File: config.mk
export PLATFORM = sky130hd
export DESIGN_NAME = i2c_write_master
export DESIGN_NICKNAME = d
export VERILOG_FILES = /design/src/rtl/i2c_write_master.sv
export SDC_FILE = /design/constraint.sdc
export NUM_CORES = 1
export LEC_CHECK = 0
export ABC_AREA = 1
export CORE_AREA = 3 3 76 78
export CTS_CLUSTER_DIAMETER = 50
export CTS_CLUSTER_SIZE = 24
export DETAILED_ROUTE_END_ITERATION = 6
export DIE_AREA = 0 0 79 81
export PLACE_DENSITY = 0.86
export SYNTH_ARGS = -nofsm -noshare
export SYNTH_HDL_FRONTEND = slang
export SYNTH_SLANG_ARGS = --single-unit
File: constraint.sdc
create_clock -name clk -period 2.45 [get_ports clk]
set_clock_uncertainty 0.2 [all_clocks]
set_input_delay 0.245 -clock clk [delete_from_list [all_inputs] [get_ports clk]]
set_output_delay 0.245 -clock clk [all_outputs]
set_load 0.01 [all_outputs]
File: src/rtl/i2c_write_master.sv
// -----------------------------------------------------------------------------
// i2c_write_master
//   Write-only I2C master. A frame is START, address byte {dev_addr,0},
//   NUM_BYTES payload bytes (first byte taken from the top of wdata), STOP.
//   Every START/bit/STOP lasts four quarters of CLK_DIV clocks each. Each ACK
//   slot is sampled at the end of its third quarter. When ACK_CHECK is set, a
//   NACK ends the frame with an immediate STOP.
//
// Ports
//   clk          system clock
//   reset_n      asynchronous active-low reset
//   start        frame request, accepted only while busy=0
//   dev_addr     7-bit slave address, captured on accept
//   wdata        payload, captured on accept
//   busy         frame in progress
//   done         one-cycle pulse at frame end (normal or aborted)
//   nack         sticky abort flag, cleared on the next accept
//   i2c_sclk     SCL, push-pull
//   i2c_sdat_oe  1 pulls SDA low, 0 releases it
//   i2c_sdat_in  SDA pad readback
// -----------------------------------------------------------------------------
module i2c_write_master #(
   parameter int CLK_DIV   = 125,
   parameter int NUM_BYTES = 2,
   parameter int ACK_CHECK = 1
) (
   input  logic                   clk,
   input  logic                   reset_n,
   input  logic                   start,
   input  logic [6:0]             dev_addr,
   input  logic [8*NUM_BYTES-1:0] wdata,
   output logic                   busy,
   output logic                   done,
   output logic                   nack,
   output logic                   i2c_sclk,
   output logic                   i2c_sdat_oe,
   input  logic                   i2c_sdat_in
);

   localparam int DIV_W = $clog2(CLK_DIV);
   localparam int SH_W  = 8 * (NUM_BYTES + 1);

   typedef enum logic [1:0] {
      S_IDLE  = 2'd0,
      S_START = 2'd1,
      S_BIT   = 2'd2,
      S_STOP  = 2'd3
   } state_t;

   state_t            r_state;
   logic [DIV_W-1:0]  r_div;
   logic [1:0]        r_q;
   logic [2:0]        r_bit;
   logic              r_ack_slot;
   logic [3:0]        r_byte;
   logic [SH_W-1:0]   r_shift;
   logic              r_ack_sample;
   logic              r_busy;
   logic              r_done;
   logic              r_nack;
   logic              r_scl;
   logic              r_oe;

   logic              w_qtick;
   logic              w_last_byte;
   logic              w_abort;

   assign w_qtick     = (r_state != S_IDLE) && (r_div == DIV_W'(CLK_DIV - 1));
   assign w_last_byte = (r_byte == 4'(NUM_BYTES));
   assign w_abort     = (ACK_CHECK != 0) && r_ack_sample;

   assign busy        = r_busy;
   assign done        = r_done;
   assign nack        = r_nack;
   assign i2c_sclk    = r_scl;
   assign i2c_sdat_oe = r_oe;

   // Frame sequencer: quarter timing, slot counters and registered bus lines.
   // Line values are updated only on the qtick that enters the new quarter.
   always_ff @(posedge clk or negedge reset_n) begin
      if (!reset_n) begin
         r_state      <= S_IDLE;
         r_div        <= '0;
         r_q          <= 2'd0;
         r_bit        <= 3'd0;
         r_ack_slot   <= 1'b0;
         r_byte       <= 4'd0;
         r_shift      <= '0;
         r_ack_sample <= 1'b0;
         r_busy       <= 1'b0;
         r_done       <= 1'b0;
         r_nack       <= 1'b0;
         r_scl        <= 1'b1;
         r_oe         <= 1'b0;
      end else begin
         r_done <= 1'b0;

         if (r_state != S_IDLE) begin
            if (w_qtick) begin
               r_div <= '0;
               r_q   <= r_q + 2'd1;
            end else begin
               r_div <= r_div + DIV_W'(1);
            end
         end

         case (r_state)
            S_IDLE: begin
               r_div <= '0;
               r_q   <= 2'd0;
               // busy is still high in the cycle that carries done; a start
               // seen there is dropped, not accepted.
               if (r_busy) begin
                  r_busy <= 1'b0;
               end else if (start) begin
                  r_shift    <= {dev_addr, 1'b0, wdata};
                  r_nack     <= 1'b0;
                  r_busy     <= 1'b1;
                  r_byte     <= 4'd0;
                  r_bit      <= 3'd7;
                  r_ack_slot <= 1'b0;
                  r_state    <= S_START;
               end
            end

            S_START: begin
               if (w_qtick) begin
                  case (r_q)
                     2'd1: r_oe <= 1'b1;
                     2'd3: begin
                        r_state <= S_BIT;
                        r_scl   <= 1'b0;
                        r_oe    <= ~r_shift[SH_W-1];
                        r_shift <= r_shift << 1;
                     end
                     default: ;
                  endcase
               end
            end

            S_BIT: begin
               if (w_qtick) begin
                  case (r_q)
                     2'd1: r_scl <= 1'b1;
                     2'd2: begin
                        if (r_ack_slot) begin
                           r_ack_sample <= i2c_sdat_in;
                        end
                     end
                     2'd3: begin
                        r_scl <= 1'b0;
                        if (!r_ack_slot) begin
                           if (r_bit == 3'd0) begin
                              // Ninth bit: release SDA for the slave.
                              r_ack_slot <= 1'b1;
                              r_oe       <= 1'b0;
                           end else begin
                              r_bit   <= r_bit - 3'd1;
                              r_oe    <= ~r_shift[SH_W-1];
                              r_shift <= r_shift << 1;
                           end
                        end else begin
                           r_ack_slot <= 1'b0;
                           if (w_abort) begin
                              r_nack  <= 1'b1;
                              r_state <= S_STOP;
                              r_oe    <= 1'b1;
                           end else if (w_last_byte) begin
                              r_state <= S_STOP;
                              r_oe    <= 1'b1;
                           end else begin
                              r_byte  <= r_byte + 4'd1;
                              r_bit   <= 3'd7;
                              r_oe    <= ~r_shift[SH_W-1];
                              r_shift <= r_shift << 1;
                           end
                        end
                     end
                     default: ;
                  endcase
               end
            end

            S_STOP: begin
               if (w_qtick) begin
                  case (r_q)
                     2'd0: r_scl <= 1'b1;
                     2'd1: r_oe  <= 1'b0;
                     2'd3: begin
                        r_state <= S_IDLE;
                        r_done  <= 1'b1;
                     end
                     default: ;
                  endcase
               end
            end

            default: r_state <= S_IDLE;
         endcase
      end
   end

endmodule

==> flow_summary.rst, run 1 <==
.. list-table::
   :header-rows: 1

   * - Metric
     - Value
   * - Result of the run
     - complete, no violations
   * - RSZ-0062 raised after global routing
     - no
   * - First-pass GRT wire length
     - 9.82 mm
   * - Number of global-route vias before repair
     - 2338
   * - Hold violation count in the final report
     - 0
   * - CTS root buffer
     - sky130_fd_sc_hd__clkbuf_8
   * - Final worst path period share
     - 0.859
   * - Pwr per Cell Area
     - 1220 nW/um2
   * - Distinct cells, synth
     - 30
   * - Synthesized net count
     - 424
   * - Transition time at the pin with the least slew margin
     - 0.524 ns
   * - Seq cells post-synth
     - 49
   * - Full die area
     - 6400 um2
   * - Required @ worst endpoint
     - 2.49 ns
   * - Headroom to the max-slew limit
     - 0.651
   * - Crit path arrival time
     - 2.15 ns
   * - CTS tree
     - yes
   * - CP Class
     - register to register
   * - Final-report max-slew violation count
     - 0
   * - Total clock buffers created by CTS
     - 5
   * - Share of post-route cells with drive strength above 1
     - 0.0699
   * - Number of antenna cells inserted
     - 0
   * - Largest area contributor in the synthesized netlist
     - sky130_fd_sc_hd__dfrtp_1
   * - Ports placed on the boundary
     - 32
   * - Final setup viols
     - 0
   * - Row count
     - 26
   * - DRT Wirelength
     - 5.59 mm
   * - DR iter-0 viols
     - 163
   * - Vertical die dimension
     - 81 um
   * - Antenna violations before repair
     - 0
   * - Worst Path Max Fanout
     - 24
   * - First drt pass iteration count
     - 4
   * - Clock transition at the registers of the reported paths
     - 0.09 ns
   * - Half-perimeter wire length after detailed placement
     - 4.03 mm
   * - Initial Utilization
     - 0.550
   * - Final RePlAce weighted congestion
     - 0.874
   * - Routed via count
     - 2438
   * - Number of input and output port buffers inserted
     - 31
   * - Async set-or-reset flop fraction in the synthesized netlist
     - 1.00
   * - Final antenna-violating net count
     - 0
   * - Final Hold Slack
     - 0.247 ns
   * - Detailed-route vias per instance
     - 5.03
   * - H-Tree Level Count
     - 2
   * - Die Width
     - 79 um
   * - Post-synthesis average cell area
     - 7.40 um2
   * - Sequential element share of the synthesized area
     - 0.434
   * - Total overflow reported by the global router
     - 0
   * - Core Box Area
     - 5140 um2
   * - Hold Path Class
     - input pin to async pin
   * - Clock latency at the later pin of the worst-skew pair
     - 0.30 ns
   * - Final standard cell utilization of the core
     - 0.642
   * - Aggregate negative setup slack
     - 0 ns
   * - Final critical delay including setup and external delays
     - 2.11 ns
   * - Worst setup EP type
     - register
   * - # clock sinks
     - 49
   * - Yosys warning count
     - 0
   * - Largest net degree at the start of global routing
     - 25
   * - Synth top area cells
     - sky130_fd_sc_hd__dfrtp_1, sky130_fd_sc_hd__nand2_1, sky130_fd_sc_hd__ha_1
   * - Number of instances in the synthesized netlist
     - 382
   * - Post-synth EDFFs
     - 0
   * - Top cell type's share of synthesized area
     - 0.425
   * - Synthesized area
     - 2830 um2
   * - Total global-route track usage
     - 0.189
   * - Detailed-route DRC error count
     - 0
   * - Area Growth Syn to Fin
     - 16.8%
   * - Kind of start point of the critical path
     - register
   * - Number of max-cap violations
     - 0
   * - Top post-synthesis cells by count
     - sky130_fd_sc_hd__nand2_1, sky130_fd_sc_hd__dfrtp_1, sky130_fd_sc_hd__inv_1
   * - Static Leakage
     - 1.76 nW
   * - Max Buffers Root-to-Sink
     - 2
   * - Most repeated cell in the gate-level netlist after synthesis
     - sky130_fd_sc_hd__nand2_1
   * - Drt wl/cell
     - 11.5 um
   * - Highest ir drop seen on vdd
     - 564 uV
   * - NumNets Final
     - 457
   * - Sum of internal, switching and leakage power
     - 4.03 mW
   * - Post-CTS setup-driven buffer insertion count
     - 0
   * - Maximum operating frequency
     - 0.475 GHz
   * - Top FF cell, synth
     - sky130_fd_sc_hd__dfrtp_1
-- path summary, 6_finish.rpt --
| kind | startpoint | end | slack, ns | depth (start not counted) |
|---|---|---|---|---|
| max | r_state[0] | r_shift[4] | 0.34 | 10 |
| min | reset_n | r_shift[20] | 0.25 | 2 |
| max reg2reg | r_state[0] | r_shift[4] | 0.34 | 10 |
| min reg2reg | r_shift[18] | r_shift[18] | 0.28 | 2 |
| max in group asynchronous | reset_n | i2c_sclk | 1.12 | 3 |
| min in group clk | r_shift[18] | r_shift[18] | 0.28 | 2 |
-- metrics by stage --
step,cell area [um2],std cells,setup WS (ns)
after detailed placement,3180,477,0.222
after CTS,3300,485,0.213
after global routing,3300,485,0.170
after floorplan,2830,382,0.564
after global placement,3180,477,0.303
final,3300,485,0.344
-- routing by layer --
metal	vias to the layer above	routed length [um]	track usage
met2	86	2630	0.332
li1	1247	-	-
met4	0	48	0.0584
met5	-	0	0
met1	1099	2570	0.236
met3	6	339	0.0377
-- timing repair --
action	4_1_cts	5_1_grt
hold endpoints to repair	21	0
gates resized for setup	0	1
setup endpoints to repair	0	3
hold buffers	1	0
-- sequential cells by signal (all words and copies together) (netlist names), 2 cells and up --
name / count
r_div: 7
r_shift: 24
r_state: 2
r_bit: 3
r_q: 2
r_byte: 4
-- placed cells by master (no fill, tap or decap) --
cell / Yosys / routed
sky130_fd_sc_hd__clkdlybuf4s50_1: 0 / 30
sky130_fd_sc_hd__nand3_2: 2 / 2
sky130_fd_sc_hd__o22ai_1: 1 / 1
sky130_fd_sc_hd__ha_2: 0 / 1
sky130_fd_sc_hd__buf_2: 1 / 1
sky130_fd_sc_hd__xnor2_1: 1 / 1
sky130_fd_sc_hd__or2_2: 2 / 2
sky130_fd_sc_hd__o21ai_0: 9 / 9
sky130_fd_sc_hd__nor2_4: 2 / 2
sky130_fd_sc_hd__dfstp_2: 1 / 1
sky130_fd_sc_hd__nor3b_1: 1 / 1
sky130_fd_sc_hd__nor2_2: 1 / 1
sky130_fd_sc_hd__clkbuf_8: 0 / 5
sky130_fd_sc_hd__clkinv_2: 0 / 1
sky130_fd_sc_hd__xor2_1: 4 / 4
sky130_fd_sc_hd__nor3_1: 4 / 4
sky130_fd_sc_hd__nand4_1: 2 / 2
sky130_fd_sc_hd__nor2_1: 29 / 29
sky130_fd_sc_hd__nand2_1: 161 / 161
sky130_fd_sc_hd__dfrtp_1: 48 / 48
sky130_fd_sc_hd__buf_4: 4 / 7
sky130_fd_sc_hd__nand2_2: 2 / 2
sky130_fd_sc_hd__nand2_4: 1 / 1
sky130_fd_sc_hd__inv_1: 33 / 33
sky130_fd_sc_hd__nand3_1: 32 / 32
sky130_fd_sc_hd__o21ai_4: 1 / 1
sky130_fd_sc_hd__ha_1: 15 / 14
sky130_fd_sc_hd__o31ai_1: 1 / 1
sky130_fd_sc_hd__inv_2: 1 / 1
sky130_fd_sc_hd__dlygate4sd3_1: 0 / 1
sky130_fd_sc_hd__o21ai_1: 9 / 9
sky130_fd_sc_hd__o21bai_1: 1 / 1
sky130_fd_sc_hd__bufinv_16: 0 / 1
sky130_fd_sc_hd__a21oi_1: 5 / 5
-- power breakdown --
group,switching [mW],total (mW),internal [mW],leakage (nW)
clock network,0.262,0.559,0.297,0.0540
registers,0.184,1.28,1.10,0.635
logic,1.43,2.19,0.759,1.07
total,1.88,4.03,2.16,1.76
-- cell families (layout without fill, tap and decap cells) --
logic type	Yosys count	after routing	synth area share
adders and majority gates	15	15	0.0664
buffers and inverters	47	80	0.0762
AOI/OAI and AO/OA	27	27	0.0540
and+or+nand+nor	239	239	0.353
xor gates and xnor gates	5	5	0.0155
DFF	49	49	0.434
-- cell type report --
cell class	instances	area, um2
fill	454	1840
inverter	34	128
clock buffer	5	68.8
sequential	49	1230
clock inverter	2	35.0
timing repair buffer	39	368
tap	70	87.6
multi-input combinational	286	1390
-- critical path, stage by stage, from the launching register on --
cell and delay [ns]:
sky130_fd_sc_hd__dfrtp_1 0.40, sky130_fd_sc_hd__inv_1 0.10, sky130_fd_sc_hd__ha_1 0.29, sky130_fd_sc_hd__nand2_1 0.09, sky130_fd_sc_hd__nand2_1 0.12, sky130_fd_sc_hd__nor2_1 0.15
sky130_fd_sc_hd__nand3_2 0.11, sky130_fd_sc_hd__nor2_4 0.12, sky130_fd_sc_hd__buf_4 0.27, sky130_fd_sc_hd__nand3_1 0.11, sky130_fd_sc_hd__nand2_1 0.08
Note: power is estimated with default switching activity, not from simulation.
==> run 2, diff against run 1 <==
--- a/config.mk
+++ b/config.mk
@@ -12,6 +12,7 @@
 export DETAILED_ROUTE_END_ITERATION = 6
 export DIE_AREA = 0 0 79 81
 export PLACE_DENSITY = 0.86
+export SKIP_CTS_REPAIR_TIMING = 1
 export SYNTH_ARGS = -nofsm -noshare
 export SYNTH_HDL_FRONTEND = slang
 export SYNTH_SLANG_ARGS = --single-unit
==> run 2 against run 1 <==
  * Register-to-register slack is essentially flat
  * Design area is the same
  * Global-route usage is the same
  * Flip-flop and latch count is the same
  * Hold slack gained 0.00051 ns
  * Sequential power is essentially flat
  * Total power is essentially flat
  * Final cell count is the same
  * Combinational power is essentially flat
  * Non-clock buffer count is the same
  * Via count is essentially flat
  * Critical path type unchanged
  * Largest power group unchanged
==> flow_summary.rst, run 2 (synthesis gave the netlist of run 1 again) <==
.. list-table::
   :header-rows: 1

   * - Metric
     - Value
   * - Biggest register
     - r_shift
   * - Detailed-route DRC error count
     - 0
   * - Placed Cells incl. Taps
     - 477
   * - Clock transition at the registers of the reported paths
     - 0.09 ns
   * - Final antenna-violating net count
     - 0
   * - Total clock buffers created by CTS
     - 5
   * - Number of max-cap violations
     - 0
   * - Crit path arrival time
     - 2.14 ns
   * - Worst setup EP type
     - register
   * - Final-report max-slew violation count
     - 0
   * - First-pass GRT wire length
     - 9.82 mm
   * - Area Growth Syn to Fin
     - 16.8%
   * - Number of input and output port buffers inserted
     - 31
   * - Row count
     - 26
   * - First drt pass iteration count
     - 4
   * - Worst Path Max Fanout
     - 24
   * - Number of antenna cells inserted
     - 0
   * - Antenna violations before repair
     - 0
   * - Largest net degree at the start of global routing
     - 25
   * - Die Width
     - 79 um
   * - Final RePlAce weighted congestion
     - 0.874
   * - Final setup viols
     - 0
   * - Maximum operating frequency
     - 0.477 GHz
   * - H-Tree Level Count
     - 2
   * - Static Leakage
     - 1.76 nW
   * - Pwr per Cell Area
     - 1220 nW/um2
   * - RSZ-0062 raised after global routing
     - no
   * - Cell type of the slowest stage on the worst timing path
     - sky130_fd_sc_hd__dfrtp_1
   * - Max Buffers Root-to-Sink
     - 2
   * - CTS root buffer
     - sky130_fd_sc_hd__clkbuf_8
   * - Drt wl/cell
     - 11.5 um
   * - Required @ worst endpoint
     - 2.49 ns
   * - CP Class
     - register to register
   * - Hold violation count in the final report
     - 0
   * - Commonest cells after routing, fill and taps aside
     - sky130_fd_sc_hd__nand2_1, sky130_fd_sc_hd__dfrtp_1, sky130_fd_sc_hd__inv_1
   * - Full die area
     - 6400 um2
   * - Half-perimeter wire length after detailed placement
     - 4.03 mm
   * - Most frequent cell on the critical path
     - sky130_fd_sc_hd__nand2_1
   * - Result of the run
     - complete, no violations
   * - Maximum cell stage delay along the critical path
     - 0.40 ns
   * - NumNets Final
     - 457
   * - Final worst path period share
     - 0.856
   * - Number of global-route vias before repair
     - 2338
   * - Headroom to the max-slew limit
     - 0.651
   * - Total global-route track usage
     - 0.189
   * - Highest ir drop seen on vdd
     - 565 uV
   * - Routed via count
     - 2437
   * - Ports placed on the boundary
     - 32
   * - Share of post-route cells with drive strength above 1
     - 0.0699
   * - Buffers and inverters on the worst path
     - 2
   * - Vertical die dimension
     - 81 um
   * - Final Hold Slack
     - 0.248 ns
   * - Registers with the most flip-flops
     - r_shift x24, r_div x7, r_byte x4
   * - # clock sinks
     - 49
   * - DR iter-0 viols
     - 163
   * - DRT Wirelength
     - 5.59 mm
   * - Aggregate negative setup slack
     - 0 ns
   * - Final Non-Filler Cells
     - 485
   * - Initial Utilization
     - 0.550
   * - Number of flip-flops in the largest register
     - 24
   * - Final critical delay including setup and external delays
     - 2.10 ns
   * - Detailed-route vias per instance
     - 5.02
   * - Kind of start point of the critical path
     - register
   * - Hold Path Class
     - input pin to async pin
   * - CTS tree
     - yes
   * - Transition time at the pin with the least slew margin
     - 0.523 ns
   * - Cell breakdown of the critical path
     - inv_1 > ha_1 > nand2_1 > nand2_1 > nor2_1 > nand3_2 > nor2_4 > buf_4 > nand3_1 > nand2_1
   * - Core Box Area
     - 5140 um2
   * - Total overflow reported by the global router
     - 0
   * - Clock latency at the later pin of the worst-skew pair
     - 0.30 ns
   * - Crit path max-delay family
     - simple AND/OR/NAND/NOR gates
   * - Most frequent standard cell in the layout excluding fill and tap cells
     - sky130_fd_sc_hd__nand2_1
-- run 2: cell counts in the layout (fill, tap and decap cells not counted) --
No cell type changed its count.
-- run 2: metal layers --
layer | share of wire | global-route usage | up-vias
li1 | - | - | 1247
met1 | 0.46 | 0.235 | 1102
met2 | 0.47 | 0.332 | 82
met3 | 0.060 | 0.0388 | 6
met4 | 0.0086 | 0.0584 | 0
met5 | 0 | 0 | -
-- run 2: area by class of cell --
class / instances / area [um2]
clock buffers: 5 / 68.8
clock inverters: 2 / 35.0
fillers: 455 / 1840
inverters: 34 / 128
multi-input cells: 286 / 1390
flip-flops and latches: 49 / 1230
well taps: 70 / 87.6
repair buffers: 39 / 368
-- run 2: report_power, final --
group | leakage [nW] | internal [mW] | switching, mW | total (mW)
sequential | 0.635 | 1.10 | 0.184 | 1.28
combinational | 1.07 | 0.759 | 1.43 | 2.19
clock | 0.0540 | 0.297 | 0.262 | 0.559
total | 1.76 | 2.16 | 1.88 | 4.03
-- run 2: per-stage QoR --
stage           util  cell area (um2)  worst slack, ns  power (mW)
2_1_floorplan      -             2830            0.564        3.02
3_3_place_gp   0.619             3180            0.303        3.40
3_5_place_dp   0.619             3180            0.222        3.48
4_1_cts        0.639             3290            0.213        4.05
5_1_grt        0.642             3300            0.170        4.44
6_report       0.642             3300            0.352        4.03
-- run 2: worst paths after layout --
check	startpoint	to	slack, ns	cells after the start
max in group asynchronous	reset_n	i2c_sclk	1.12	3
hold / removal	reset_n	r_shift[20]	0.25	2
setup reg to reg	r_state[0]	r_shift[4]	0.35	10
min in group clk	r_shift[18]	r_shift[18]	0.28	2
hold reg to reg	r_shift[18]	r_shift[18]	0.28	2
setup / recovery	r_state[0]	r_shift[4]	0.35	10
==> run 3, diff against run 2 <==
--- a/config.mk
+++ b/config.mk
@@ -11,7 +11,8 @@
 export CTS_CLUSTER_SIZE = 24
 export DETAILED_ROUTE_END_ITERATION = 6
 export DIE_AREA = 0 0 79 81
-export PLACE_DENSITY = 0.86
+export DONT_BUFFER_PORTS = 1
+export PLACE_DENSITY = 0.78
 export SKIP_CTS_REPAIR_TIMING = 1
 export SYNTH_ARGS = -nofsm -noshare
 export SYNTH_HDL_FRONTEND = slang
==> run 3 against run 2 <==
  * The run now ends with negative hold slack left
  * Highest routed layer unchanged
  * Critical path depth stayed put
  * Sequential power hardly changed
  * Setup slack better by 0.0086 ns
  * Largest cell class unchanged
  * Total power is 4.8% lower
  * Clock-buffer cell count is 3 higher
  * Clock power is 13% lower
  * First-iteration DRC count is 12% higher
==> flow_summary.rst, run 3 (synthesis gave the netlist of run 1 again) <==
.. list-table::
   :header-rows: 1

   * - Metric
     - Value
   * - # clock sinks
     - 49
   * - Required @ worst endpoint
     - 2.49 ns
   * - Registers with the most flip-flops
     - r_shift x24, r_div x7, r_byte x4
   * - Worst setup EP type
     - register
   * - Cell type of the slowest stage on the worst timing path
     - sky130_fd_sc_hd__dfrtp_1
   * - Violations in the final reports
     - negative hold slack
   * - Most frequent cell on the critical path
     - sky130_fd_sc_hd__nand2_1
   * - Headroom to the max-slew limit
     - 0.558
   * - Final setup viols
     - 0
   * - Result of the run
     - complete, but fails checks
   * - Share of post-route cells with drive strength above 1
     - 0.0644
   * - Final-layout fill cell count
     - 510
   * - Biggest register
     - r_shift
   * - Final Hold Slack
     - -0.0223 ns
   * - Number of global-route vias before repair
     - 2238
   * - Die Width
     - 79 um
   * - Number of antenna cells inserted
     - 0
   * - Final antenna-violating net count
     - 0
   * - CTS root buffer
     - sky130_fd_sc_hd__clkbuf_8
   * - Maximum operating frequency
     - 0.479 GHz
   * - Buffers and inverters on the worst path
     - 2
   * - Clock transition at the registers of the reported paths
     - 0.09 ns
   * - Hold Path Class
     - input pin to register
   * - Static Leakage
     - 1.65 nW
   * - Cell breakdown of the critical path
     - inv_1 > ha_1 > nand2_1 > nand2_1 > nor2_1 > nand3_2 > nor2_4 > buf_4 > nand3_1 > nand2_1
   * - Total clock buffers created by CTS
     - 5
   * - Final critical delay including setup and external delays
     - 2.09 ns
   * - Transition time at the pin with the least slew margin
     - 0.663 ns
   * - Most frequent standard cell in the layout excluding fill and tap cells
     - sky130_fd_sc_hd__nand2_1
   * - Crit path arrival time
     - 2.13 ns
   * - Ports placed on the boundary
     - 32
   * - Drt wl/cell
     - 11.7 um
   * - Detailed-route vias per instance
     - 5.10
   * - Commonest cells after routing, fill and taps aside
     - sky130_fd_sc_hd__nand2_1, sky130_fd_sc_hd__dfrtp_1, sky130_fd_sc_hd__inv_1
   * - Number of flip-flops in the largest register
     - 24
   * - Kind of start point of the critical path
     - register
   * - Core Box Area
     - 5140 um2
   * - Final worst path period share
     - 0.853
   * - Number of input and output port buffers inserted
     - 0
   * - Highest ir drop seen on vdd
     - 775 uV
   * - Total overflow reported by the global router
     - 0
   * - Vertical die dimension
     - 81 um
   * - CTS tree
     - yes
   * - Final RePlAce weighted congestion
     - 0.894
   * - Aggregate negative setup slack
     - 0 ns
   * - Worst Path Max Fanout
     - 24
   * - H-Tree Level Count
     - 2
   * - First-pass GRT wire length
     - 9.74 mm
   * - Crit path max-delay family
     - simple AND/OR/NAND/NOR gates
   * - Maximum cell stage delay along the critical path
     - 0.40 ns
   * - Total global-route track usage
     - 0.187
   * - CP Class
     - register to register
   * - Max Buffers Root-to-Sink
     - 2
   * - RSZ-0062 raised after global routing
     - no
   * - NumNets Final
     - 429
   * - Detailed-route DRC error count
     - 0
   * - Clock latency at the later pin of the worst-skew pair
     - 0.30 ns
   * - Final-report max-slew violation count
     - 0
   * - Row count
     - 26
   * - Antenna violations before repair
     - 0
   * - Initial Utilization
     - 0.550
   * - Hold violation count in the final report
     - 17
   * - Number of max-cap violations
     - 0
   * - DRT Wirelength
     - 5.38 mm
   * - Sum of internal, switching and leakage power
     - 3.84 mW
   * - Pwr per Cell Area
     - 1270 nW/um2
   * - Post-route cell area
     - 3040 um2
   * - Half-perimeter wire length after detailed placement
     - 3.69 mm
   * - Largest net degree at the start of global routing
     - 50
   * - Routed via count
     - 2338
   * - Placed standard-cell area
     - 2860 um2
   * - DR iter-0 viols
     - 182
   * - Full die area
     - 6400 um2
   * - Area Growth Syn to Fin
     - 7.44%
   * - First drt pass iteration count
     - 4
==> run 3: cell count changes in the layout (fill, tap and decap cells not counted) <==
cell / change
sky130_fd_sc_hd__buf_2: -1
sky130_fd_sc_hd__dlygate4sd3_1: +5
sky130_fd_sc_hd__clkbuf_1: +2
sky130_fd_sc_hd__buf_4: -3
sky130_fd_sc_hd__buf_16: +1
sky130_fd_sc_hd__clkdlybuf4s50_1: -30
sky130_fd_sc_hd__clkbuf_8: +1
sky130_fd_sc_hd__clkinv_2: -1
sky130_fd_sc_hd__bufinv_16: -1
==> run 3: worst min-delay path: cells and delay by family <==
family	cells	cell delay, ns
and+or+nand+nor	4	0.20
==> run 3: power by group <==
group	switching [mW]	internal, mW	leakage, nW
Sequential	0.191	1.10	0.635
Clock	0.257	0.231	0.0455
Combinational	1.39	0.676	0.971
Total	1.83	2.01	1.65
==> run 3: final timing paths <==
kind	startpoint	end	slack (ns)	cells past startpoint
max reg2reg	r_state[0]	r_shift[14]	0.36	10
min in group asynchronous	reset_n	i2c_sdat_oe	0.30	2
min	wdata[10]	r_shift[10]	-0.02	4
min reg2reg	r_shift[18]	r_shift[18]	0.28	2
max	r_state[0]	r_shift[14]	0.36	10
max in group asynchronous	reset_n	i2c_sclk	1.49	2
==> run 3: area by class of cell <==
cell class                 instances  area (um2)  area share
timing repair buffer              11         118      0.0387
tap                               70        87.6      0.0289
sequential                        49        1230       0.404
clock buffer                       8        90.1      0.0297
inverter                          34         128      0.0420
multi-input combinational        286        1390       0.456
==> run 3: through the flow <==
step | util | worst slack, ns | instances
final | 0.591 | 0.361 | 458
after global routing | 0.591 | 0.158 | 458
after CTS | 0.573 | 0.232 | 451
after detailed placement | 0.556 | 0.245 | 443
after global placement | 0.556 | 0.337 | 443
after floorplan | - | 0.564 | 382
==> run 3: per-layer routing <==
layer  global-route usage  vias up  share of wire
met1                0.238     1078           0.47
met2                0.324       59           0.47
li1                     -     1193              -
met3               0.0388        8          0.046
met4               0.0515        0          0.013
met5                    0        -              0
==> edit, RTL diff (flow settings as in run 3) <==
The 4 states of `state_t` get a one-hot encoding in 4 bits.
--- a/src/rtl/i2c_write_master.sv
+++ b/src/rtl/i2c_write_master.sv
@@ -42,7 +42,7 @@
 
-   typedef enum logic [1:0] {
-      S_IDLE  = 2'd0,
-      S_START = 2'd1,
-      S_BIT   = 2'd2,
-      S_STOP  = 2'd3
+   typedef enum logic [3:0] {
+      S_IDLE  = 4'b0001,
+      S_START = 4'b0010,
+      S_BIT   = 4'b0100,
+      S_STOP  = 4'b1000
    } state_t;
Behaviour: same outputs for any inputs over 10 cycles, from zero or initial values and one cycle with reset_n low; not proved beyond that.
==> edit against run 3 <==
- the run still ends with negative hold slack left
- combinational power down 12%
- clock power up 6.6%
- design area up 9.1%
- routed wire length up 15%
- sequential cell count up 2
- power down 3.8%
- synthesized cell count up 7.1%
- setup slack worse by 0.091 ns
- via count up 10%
- hold slack worse by 0.014 ns
- area after synthesis up 6.8%
- count of clock-buffer cells in the layout down 3
==> edit: results <==
export IMPL_status="finished, violations left"
export IMPL_violations="negative hold slack"
export IMPL_largestRegisters="r_shift: 24 flops, r_div: 7 flops"
export IMPL_place_gp_congestion=0.864
export IMPL_rr_startpoint="r_state[0]"
export IMPL_drtIter0Drc=175
export IMPL_cts_clk_slew_worst_paths_ns=0.11
export IMPL_whs_ns=-0.0367
export IMPL_grt_start_max_net_pins=52
export IMPL_met3_length_um=257
export IMPL_synthTopCellsByCount="nand2_1, dfrtp_1, nand3_1, nor2_1, inv_1"
export IMPL_crit_fanout=23
export IMPL_drive_above_1_share=0.0991
export IMPL_pre_cts_ws_ns=0.275
export IMPL_grt_pass1_wl_mm=10.2
export IMPL_track_usage=0.201
export IMPL_gr_usage_met1=0.270
export IMPL_use_met3=0.0543
export IMPL_num_vias=2580
export IMPL_synth_nets=446
export IMPL_nets=460
export IMPL_dr_wl_met2_mm=2.99
export IMPL_ir_drop_uv=904
export IMPL_netlist_cell_type_count=31
export IMPL_wl_per_cell_um=12.5
export IMPL_min_from="dev_addr[4]"
export IMPL_leakage_nw=1.76
export IMPL_hpwl_mm=4.29
export IMPL_port_buffers=0
export IMPL_hold_viol=11
export IMPL_synthTopCellsByArea="dfrtp_1, nand2_1, nand3_1, ha_1, nor2_1"
export IMPL_met1Wirelength_mm=2.90
==> edit: area by class of cell <==
| type | count | area [sq um] |
|---|---|---|
| fill | 469 | 1830 |
| sequential | 51 | 1280 |
| inverter | 33 | 126 |
| multi-input combinational | 313 | 1520 |
| clock inverter | 3 | 26.3 |
| tap | 70 | 87.6 |
| clock buffer | 5 | 68.8 |
| timing repair buffer | 19 | 200 |
==> edit: stage by stage <==
step	cell area, sq um	std cells	util
floorplan	3020	409	-
global placement	3040	470	0.591
detailed placement	3040	470	0.591
CTS	3130	478	0.610
global route	3310	494	0.644
finish	3310	494	0.644
==> edit: worst max-delay path, stage by stage, from the launching register on <==
cell and delay (ns):
dfstp_2 0.61, nor2_2 0.08, nand3_4 0.18, nand2_4 0.15
inv_1 0.52, nand2_1 0.15, nand2_1 0.10, nand3_1 0.07
nand2_1 0.08
==> edit: worst paths after layout <==
| kind | endpoint | slack (ns) |
|---|---|---|
| min in group asynchronous | i2c_sdat_oe | 0.26 |
| setup / recovery | r_shift[3] | 0.27 |
| hold / removal | r_shift[21] | -0.04 |
| max in group asynchronous | r_state[0] | 1.52 |
| setup reg to reg | r_shift[3] | 0.27 |
| hold reg to reg | r_div[6] | 0.27 |
==> edit: logic make-up (layout without fill, tap and decap cells) <==
kind of cell	Yosys count	in the layout	synth area share
AOI/OAI and AO/OA	20	20	0.0402
DFF	51	51	0.424
adders and majority gates	10	10	0.0415
buffers and inverters	45	60	0.0717
xor gates and xnor gates	5	5	0.0145
and+or+nand+nor	278	278	0.408
==> edit: report_power, final <==
| group | internal [mW] | switching (mW) | leakage, nW |
|---|---|---|---|
| clock | 0.211 | 0.308 | 0.0491 |
| combinational | 0.586 | 1.23 | 1.05 |
| sequential | 1.15 | 0.211 | 0.653 |
